File: src/rtl/crater_carver.sv
// crater_carver: read-modify-write engine that cuts circular craters into the terrain column store.
// Define CRATER_SKIP_UNCHANGED_EN to skip write-back of columns the crater leaves untouched.
module crater_carver #(
    parameter int COL_BITS = 512,
    parameter int SCREEN_W = 640,
    parameter int R_MAX    = 31
) (
    input  logic                clk,
    input  logic                reset_n,
    input  logic                req_valid,
    output logic                req_ready,
    input  logic [9:0]          req_x,
    input  logic [8:0]          req_y,
    input  logic [4:0]          req_r,
    input  logic                wr_allow,
    output logic                mem_rd_en,
    output logic [9:0]          mem_rd_addr,
    input  logic [COL_BITS-1:0] mem_rd_data,
    output logic                mem_we,
    output logic [9:0]          mem_wr_addr,
    output logic [COL_BITS-1:0] mem_wr_data,
    output logic                busy,
    output logic                done
);
    typedef enum logic [2:0] {IDLE, READ, MODIFY, WRITE, DONE} state_t;

    state_t              state_q, state_d;
    logic [9:0]          x_q, x_d, col_q, col_d, col_hi_q, col_hi_d;
    logic [8:0]          y_q, y_d;
    logic [4:0]          r_q, r_d;
    logic                ready_q, busy_q, done_q, rd_en_q, we_q;
    logic [9:0]          rd_addr_q, wr_addr_q;
    logic [COL_BITS-1:0] wr_data_q, mask, carved;
    logic [10:0]         hi_sum;
    logic [9:0]          lo_c, hi_c, rr, dd, rem, row_hi, row_sum;
    logic [8:0]          row_lo;
    logic [4:0]          dx, h;
    logic                last, skip, advance;

    assign hi_sum = {1'b0, req_x} + {6'd0, req_r};
    assign lo_c   = req_x < {5'd0, req_r} ? 10'd0 : req_x - {5'd0, req_r};
    assign hi_c   = hi_sum > 11'(SCREEN_W - 1) ? 10'(SCREEN_W - 1) : hi_sum[9:0];

    assign dx  = 5'(col_q >= x_q ? col_q - x_q : x_q - col_q);
    assign rr  = {5'd0, r_q} * {5'd0, r_q};
    assign dd  = {5'd0, dx} * {5'd0, dx};
    assign rem = rr - dd;

    // Half-height of the chord: largest h with h*h <= rem, from a parallel compare array.
    always_comb begin
        h = '0;
        for (int i = 1; i <= R_MAX; i++)
            if (10'(i * i) <= rem) h = 5'(i);
    end

    assign row_lo  = y_q < {4'd0, h} ? 9'd0 : y_q - {4'd0, h};
    assign row_sum = {1'b0, y_q} + {5'd0, h};
    assign row_hi  = row_sum > 10'(COL_BITS - 1) ? 10'(COL_BITS - 1) : row_sum;
    assign mask    = ({COL_BITS{1'b1}} << row_lo) & ({COL_BITS{1'b1}} >> (COL_BITS - 1 - int'(row_hi)));
    assign carved  = mem_rd_data & ~mask;
    assign last    = col_q == col_hi_q;

`ifdef CRATER_SKIP_UNCHANGED_EN
    assign skip = (mem_rd_data & mask) == '0;
`else
    assign skip = 1'b0;
`endif

    assign advance = (state_q == MODIFY && skip) || (state_q == WRITE && wr_allow);

    always_comb begin
        state_d  = state_q;
        col_d    = col_q;
        col_hi_d = col_hi_q;
        x_d      = x_q;
        y_d      = y_q;
        r_d      = r_q;
        case (state_q)
            IDLE: if (req_valid) begin
                x_d      = req_x;
                y_d      = req_y;
                r_d      = req_r;
                col_d    = lo_c;
                col_hi_d = hi_c;
                state_d  = lo_c > hi_c ? DONE : READ;
            end
            READ:    state_d = MODIFY;
            MODIFY:  state_d = skip ? (last ? DONE : READ) : WRITE;
            WRITE:   state_d = wr_allow ? (last ? DONE : READ) : WRITE;
            default: state_d = IDLE;
        endcase
        if (advance && !last) col_d = col_q + 10'd1;
    end

    always_ff @(posedge clk or negedge reset_n) begin
        if (!reset_n) begin
            state_q   <= IDLE;
            x_q       <= '0;
            y_q       <= '0;
            r_q       <= '0;
            col_q     <= '0;
            col_hi_q  <= '0;
            ready_q   <= 1'b1;
            busy_q    <= 1'b0;
            done_q    <= 1'b0;
            rd_en_q   <= 1'b0;
            we_q      <= 1'b0;
            rd_addr_q <= '0;
            wr_addr_q <= '0;
            wr_data_q <= '0;
        end else begin
            state_q  <= state_d;
            x_q      <= x_d;
            y_q      <= y_d;
            r_q      <= r_d;
            col_q    <= col_d;
            col_hi_q <= col_hi_d;
            ready_q  <= state_d == IDLE;
            busy_q   <= state_d != IDLE;
            done_q   <= state_d == DONE;
            rd_en_q  <= state_d == READ;
            we_q     <= state_d == WRITE;
            if (state_d == READ) rd_addr_q <= col_d;
            if (state_q == MODIFY) begin
                wr_addr_q <= col_q;
                wr_data_q <= carved;
            end
        end
    end

    // The write strobe is gated live by blanking so a held WRITE never fires outside it.
    assign mem_we      = we_q & wr_allow;
    assign req_ready   = ready_q;
    assign busy        = busy_q;
    assign done        = done_q;
    assign mem_rd_en   = rd_en_q;
    assign mem_rd_addr = rd_addr_q;
    assign mem_wr_addr = wr_addr_q;
    assign mem_wr_data = wr_data_q;
endmodule

File: config.mk
export PLATFORM = sky130hd
export DESIGN_NAME = crater_carver
export DESIGN_NICKNAME = d
export VERILOG_FILES = /design/src/rtl/crater_carver.sv
export SDC_FILE = /design/constraint.sdc
export NUM_CORES = 2
export LEC_CHECK = 0
export CAP_MARGIN = 20
export CORE_AREA = 2 2 414 416
export DETAILED_ROUTE_END_ITERATION = 6
export DIE_AREA = 0 0 416 418
export PLACE_DENSITY_LB_ADDON = 0.3
export RECOVER_POWER = 25
export SYNTH_ARGS = -nofsm -noshare
export SYNTH_HDL_FRONTEND = slang
export SYNTH_SLANG_ARGS = --single-unit
File: constraint.sdc
create_clock -name clk -period 13.38 [get_ports clk]
set_clock_uncertainty 0.15 [all_clocks]
set_input_delay 2.007 -clock clk [delete_from_list [all_inputs] [get_ports clk]]
set_output_delay 2.007 -clock clk [all_outputs]
set_load 0.02 [all_outputs]
### Word-level counts from Yosys, hierarchy flattened

Index checks and enable logic that the tools add are counted.

| word-level totals | value |
|---|---|
| register bits after elaboration | 584 |
| ROM bits | 0 |
| logic and storage cells | 126 |
| output and inout bits | 537 |
| memories kept | 0 |
| bits in latches | 0 |
| bits in writable memories | 0 |

| cells by class | value |
|---|---|
| equal/unequal tests | 7 |
| add/sub/neg operators | 9 |
| multipliers | 2 |
| shifts and indexed selects | 2 |
| bitwise logic cells | 4 |
| magnitude comparators | 37 |
| reductions and logical operators | 7 |
| divide/modulo/power cells | 0 |
| muxes and demuxes | 44 |

Operators with widths:

| kind | number |
|---|---|
| $and A512 B512 Y512 | 2 |
| $not A512 Y512 | 1 |
| $shl A512 B9 Y512 const A | 1 |
| $shr A512 B32 Y512 const A | 1 |
| $mux W5 | 27 |
| $le A10 B10 Y1 const A | 9 |
| $le A9 B10 Y1 const A | 7 |
| $mux W10 | 6 |
| $le A7 B10 Y1 const A | 4 |
| $le A8 B10 Y1 const A | 4 |
| $le A5 B10 Y1 const A | 2 |
| $le A6 B10 Y1 const A | 2 |
| $mul A5 B5 Y10 | 2 |
| $mux W3 | 6 |
| $pmux W3 S4 | 1 |
| $add A10 B5 Y11 | 1 |
| $gt A11 B10 Y1 const B | 1 |
| $sub A9 B10 Y11 const A | 1 |
| $add A10 B1 Y10 const B | 1 |
| $add A9 B5 Y10 | 1 |
| $eq A10 B10 Y1 | 1 |
| $ge A10 B10 Y1 | 1 |
| $gt A10 B10 Y1 | 1 |
| $gt A10 B9 Y1 const B | 1 |
| other kinds (21) | 28 |

### Depth between registers and ports, before layout

| logic depth | value |
|---|---|
| word-level depth | 44 |
| depth in mapped cells | 44 |

### Least setup slack after synthesis

Ideal clock, no wire load.

| path | value |
|---|---|
| path kind | register to register |
| start point | reg col_q[0] |
| end point | reg wr_data_q[259] (netlist: mem_wr_data[259]) |
| buffers on the path | 2 |
| cell stages (with the launch flop) | 41 |
| period minus slack after synthesis | 10.293 ns |
| required time | 13.102 ns |
| arrival | 10.015 ns |
| setup time | 0.128 ns |
| path slack | 3.087 ns |
| cell sequence | dfrtp_1 -> inv_1 -> ha_1 -> inv_1 -> fa_1 -> a21oi_1 -> o21ai_0 -> o31ai_1 -> nand2_1 -> mux2i_1 -> xnor2_1 -> nand2b_1 -> fa_1 -> inv_1 -> fa_1 -> fa_1 -> inv_1 -> fa_1 -> (+5 left out) -> mux4_2 -> or4b_4 -> o211ai_2 -> a32oi_1 -> o221ai_2 -> ha_1 -> inv_1 -> fa_1 -> nor2b_1 -> o21ba_2 -> o211ai_1 -> o211ai_1 -> buf_2 -> a2111oi_4 -> buf_2 -> nand2_1 -> a221oi_1 -> o21ai_1 |

| between the ends | value |
|---|---|
| cells in the longest elaborated chain, start to end | 44 |
| elaborated cells on any way between the ends | 80 |

RTL lines:

| what | RTL line | text |
|---|---|---|
| start, declared | 28 | `logic [9:0] x_q, x_d, col_q, col_d, col_hi_q, col_hi_d;` |
| start signal, assigned | 116 | `col_q <= col_d;` |
| $ge A10 B10 Y1 / $sub A5 B5 Y5 (equally long branches) | 44 | `assign dx = 5'(col_q >= x_q ? col_q - x_q : x_q - col_q);` |
| $mux W5 (*) | 44 |  |
| $mul A5 B5 Y10 (*) | 46 | `assign dd = {5'd0, dx} * {5'd0, dx};` |
| $sub A10 B10 Y10 (*) | 47 | `assign rem = rr - dd;` |
| $le A1 B10 Y1 | 53 | `if (10'(i * i) <= rem) h = 5'(i);` |
| $mux W1 | 53 |  |
| $mux W2 (2 in a row) | 53 |  |
| $mux W3 (2 in a row) | 53 |  |
| (+26 left out) | - |  |
| $add A9 B5 Y10 | 57 | `assign row_sum = {1'b0, y_q} + {5'd0, h};` |
| $gt A10 B9 Y1 | 58 | `assign row_hi = row_sum > 10'(COL_BITS - 1) ? 10'(COL_BITS - 1) : row_sum;` |
| $mux W10 | 58 |  |
| $sub A9 B10 Y11 | 59 | `assign mask = ({COL_BITS{1'b1}} << row_lo) & ({COL_BITS{1'b1}} >> (COL_BITS - 1 - int'(row_hi)));` |
| $shr A512 B32 Y512 | 59 |  |
| $and A512 B512 Y512 (*) | 59 |  |
| $not A512 Y512 (*) | 60 | `assign carved = mem_rd_data & ~mask;` |
| $and A512 B512 Y512 (*) | 60 |  |
| end signal, assigned | 126 | `wr_data_q <= carved;` |
| end, declared | 33 | `logic [COL_BITS-1:0] wr_data_q, mask, carved;` |

Every way passes the cells marked *; elsewhere a longest branch is shown, timed or not.
A chain may end at the register's enable or synchronous reset.

### Final worst setup path

| path | value |
|---|---|
| start point | reg col_q[0] |
| end point | reg wr_data_q[146] (netlist: mem_wr_data[146]) |

Same word-level chain as after synthesis.

==> flow_summary.ini <==
[setup_path]
cp-start-kind = flop
worstReg2RegEnd = mem_wr_data[146]
cp_slowest_cell = nor2_1
setup.worst_path.class = reg2reg
path_max_fanout = 13
r2r-start = col_q[0]
slowest_delay_ps = 810
rrSetupSlack_ps = 490
cp.arrival_ps = 13400
cp-end-kind = flop
crit_top_cell = fa_1
required_ps = 13890
reg2reg_depth = 41
crit_end = mem_wr_data[146]
crit_path_start = col_q[0]

[synthesis]
netlist_instances = 4263
synthFlopType = dfrtp_1
synth_area_leaders = dfrtp_1, nand2_1, o21ai_0
synth_top_cell_area_share_pct = 41.1
yosys_warnings = 0
synth_common_cells = nand2_1, dfrtp_1, o21ai_0
ys_seq_elements = 584
synth_edf_count = 0
synth_cell_types = 98
synth_largest_area_cell = dfrtp_1
async_flop_share_pct = 100
netlist_area_um2 = 35500
synth_nets = 4907
yosysMostFrequentCell = nand2_1
avgSynthCellArea_um2 = 8.33
yosysSeqAreaShare_pct = 41.2

[hold_path]
worst_hold_path_type = reg2reg
worstHoldStart = mem_wr_data[367]

[finish]
layout.nets = 6109
drive_gt1_share_pct = 11.3
multiInputGateArea_um2 = 19500
fillers = 17972
register_area_um2 = 14600
area_growth_pct = 51.2

[global_routing]
grt_max_degree = 126
grtUsageTotal_pct = 35.9
gr-total-overflow = 0
grt_pass1_wl_um = 420000
grt_pass1_vias = 43078
grt_antenna_before_repair = 75

[cts]
root_buffer = clkbuf_16
cts.sinks = 584
tritoncts = built
cts.path.max_buffers = 3
holdBufCountCts = 0
path_clk_slew_ps = 60
cts_setup_buffers = 0
insertion_delay_ps = 730
numCtsBuffers = 80
cts-htree-levels = 3

[route]
routed_wl_um = 323000
firstDrtPassIters = 7
vias_per_cell = 5.66
drcViolationCount = 3
drt_iter0_markers = 5371
wl_per_cell_um = 41.5
route.vias.total = 44078
postRouteAntennaNets = 0

[outcome]
status = complete, but fails checks
violations = design-rule violations, max-capacitance violations, max-slew violations

[timing]
tns_ps = 0
worst_pin_slew_ps = 6130
rsz0062_at_grt = false
fin_crit_ps = 12890
fin_crit_sh_pct = 96.4
setup_viol = 0
fmax_mhz = 77.6
hold_viol_final = 0
relSlewSlack_pct = -308
slew_viol_final = 593

[floorplan]
die_x_um = 416
coreArea_um2 = 169000
num_io_pins = 1077
die_h_um = 418
start_util_pct = 21.0
rows = 151
die-area_um2 = 174000

[placement]
io_buffers = 1076
gp_congestion = 1.08
dpl.hpwl_um = 255000

[job]
cap_viol_max_count = 7
-- layout by cell type, fill, tap and decap left out, types with 14 or more instances in the layout --
cell,synthesis,layout
clkdlybuf4s50_1,0,1073
nand2_1,826,823
dfrtp_1,583,583
o21ai_0,499,499
a21oi_1,359,355
buf_4,7,332
nor2_1,313,301
mux2i_1,199,197
a221oi_1,95,94
a31oi_1,90,90
inv_1,87,87
a211oi_1,88,85
clkbuf_16,0,80
ha_1,76,76
o21ai_1,82,74
nor3_1,73,69
diode_2,0,42
nand3_1,42,42
o211ai_1,28,28
fa_1,28,28
a311oi_1,25,25
a21o_1,22,22
o22ai_1,21,21
clkbuf_8,0,21
xor2_1,21,20
nor2_2,14,20
a2111oi_0,21,19
o21a_1,19,19
clkbuf_1,220,19
o31ai_1,19,18
xnor2_1,19,18
and2_1,21,18
o311ai_0,19,18
a32oi_1,18,17
nor2b_1,15,15
or2_2,15,14
nand2b_1,14,14
-- flip-flops by register name (all words and copies together) (netlist names) --
signal	cells
r_q	5
col_hi_q	10
req_ready	1
state_q	3
x_q	10
col_q	10
mem_rd_addr	10
done	1
mem_wr_addr	10
we_q	1
y_q	9
mem_rd_en	1
mem_wr_data	512
busy	1
-- metal layers --
metal | track usage (%) | vias to the layer above | routed length, µm
li1 | - | 17828 | -
met1 | 42.1 | 22213 | 122000
met2 | 55.4 | 3071 | 143000
met3 | 11.8 | 926 | 30800
met4 | 24.5 | 40 | 26100
met5 | 0 | - | 269
-- worst min path at each step --
stage	endpoint	slack [ps]	cells past startpoint
floorplan	col_hi_q[7]	320	2
global placement	mem_wr_data[367]	300	2
detailed placement	mem_wr_data[367]	310	2
CTS	mem_wr_data[367]	320	2
global route	mem_wr_data[16]	340	2
finish	mem_wr_data[367]	330	2
-- repair_timing --
action                     in CTS  in global routing
setup endpoints to repair       0                  6
hold endpoints to repair        0                  0
resized for setup               0                  4
-- cell families after synthesis --
family | share of synthesized area, %
muxes | 6.12
buffers and inverters | 4.66
DFF | 41.2
and+or+nand+nor | 16.7
adders and majority gates | 4.26
AOI/OAI and AO/OA | 26.1
xor gates and xnor gates | 0.986
other | 0.0106
-- cell type report --
cell class	instances	share of cell area, %
well taps	2218	5.17
repair buffers	1437	25.2
clock inverters	29	0.846
clock buffers	115	4.36
flip-flops and latches	584	27.2
multi-input cells	3272	36.4
diodes	42	0.196
inverters	90	0.629
-- through the flow --
step	cells	instance area, µm²	hold WS [ps]	setup slack, ps	util [%]
6_report	7787	53700	327	486	31.8
5_1_grt	7766	53600	343	0.952	31.7
4_1_cts	7739	53600	324	309	31.7
3_3_place_gp	7583	50700	299	35.1	30.0
3_5_place_dp	7595	50800	310	357	30.0
2_1_floorplan	4263	35500	319	3090	-
-- critical path, delay by kind of cell (launching register included) --
family,cells,cell delay (ps)
adder cells (fa/ha/maj),10,4190
AND/OR/NAND/NOR,8,3260
AO/OA/AOI/OAI,12,2730
buffers and inverters,8,1160
multiplexers,2,680
flip-flops,1,460
XOR/XNOR,1,180
Power is not shown: default switching activity piles up to over one toggle a cycle in this logic, so the estimate is an artifact.
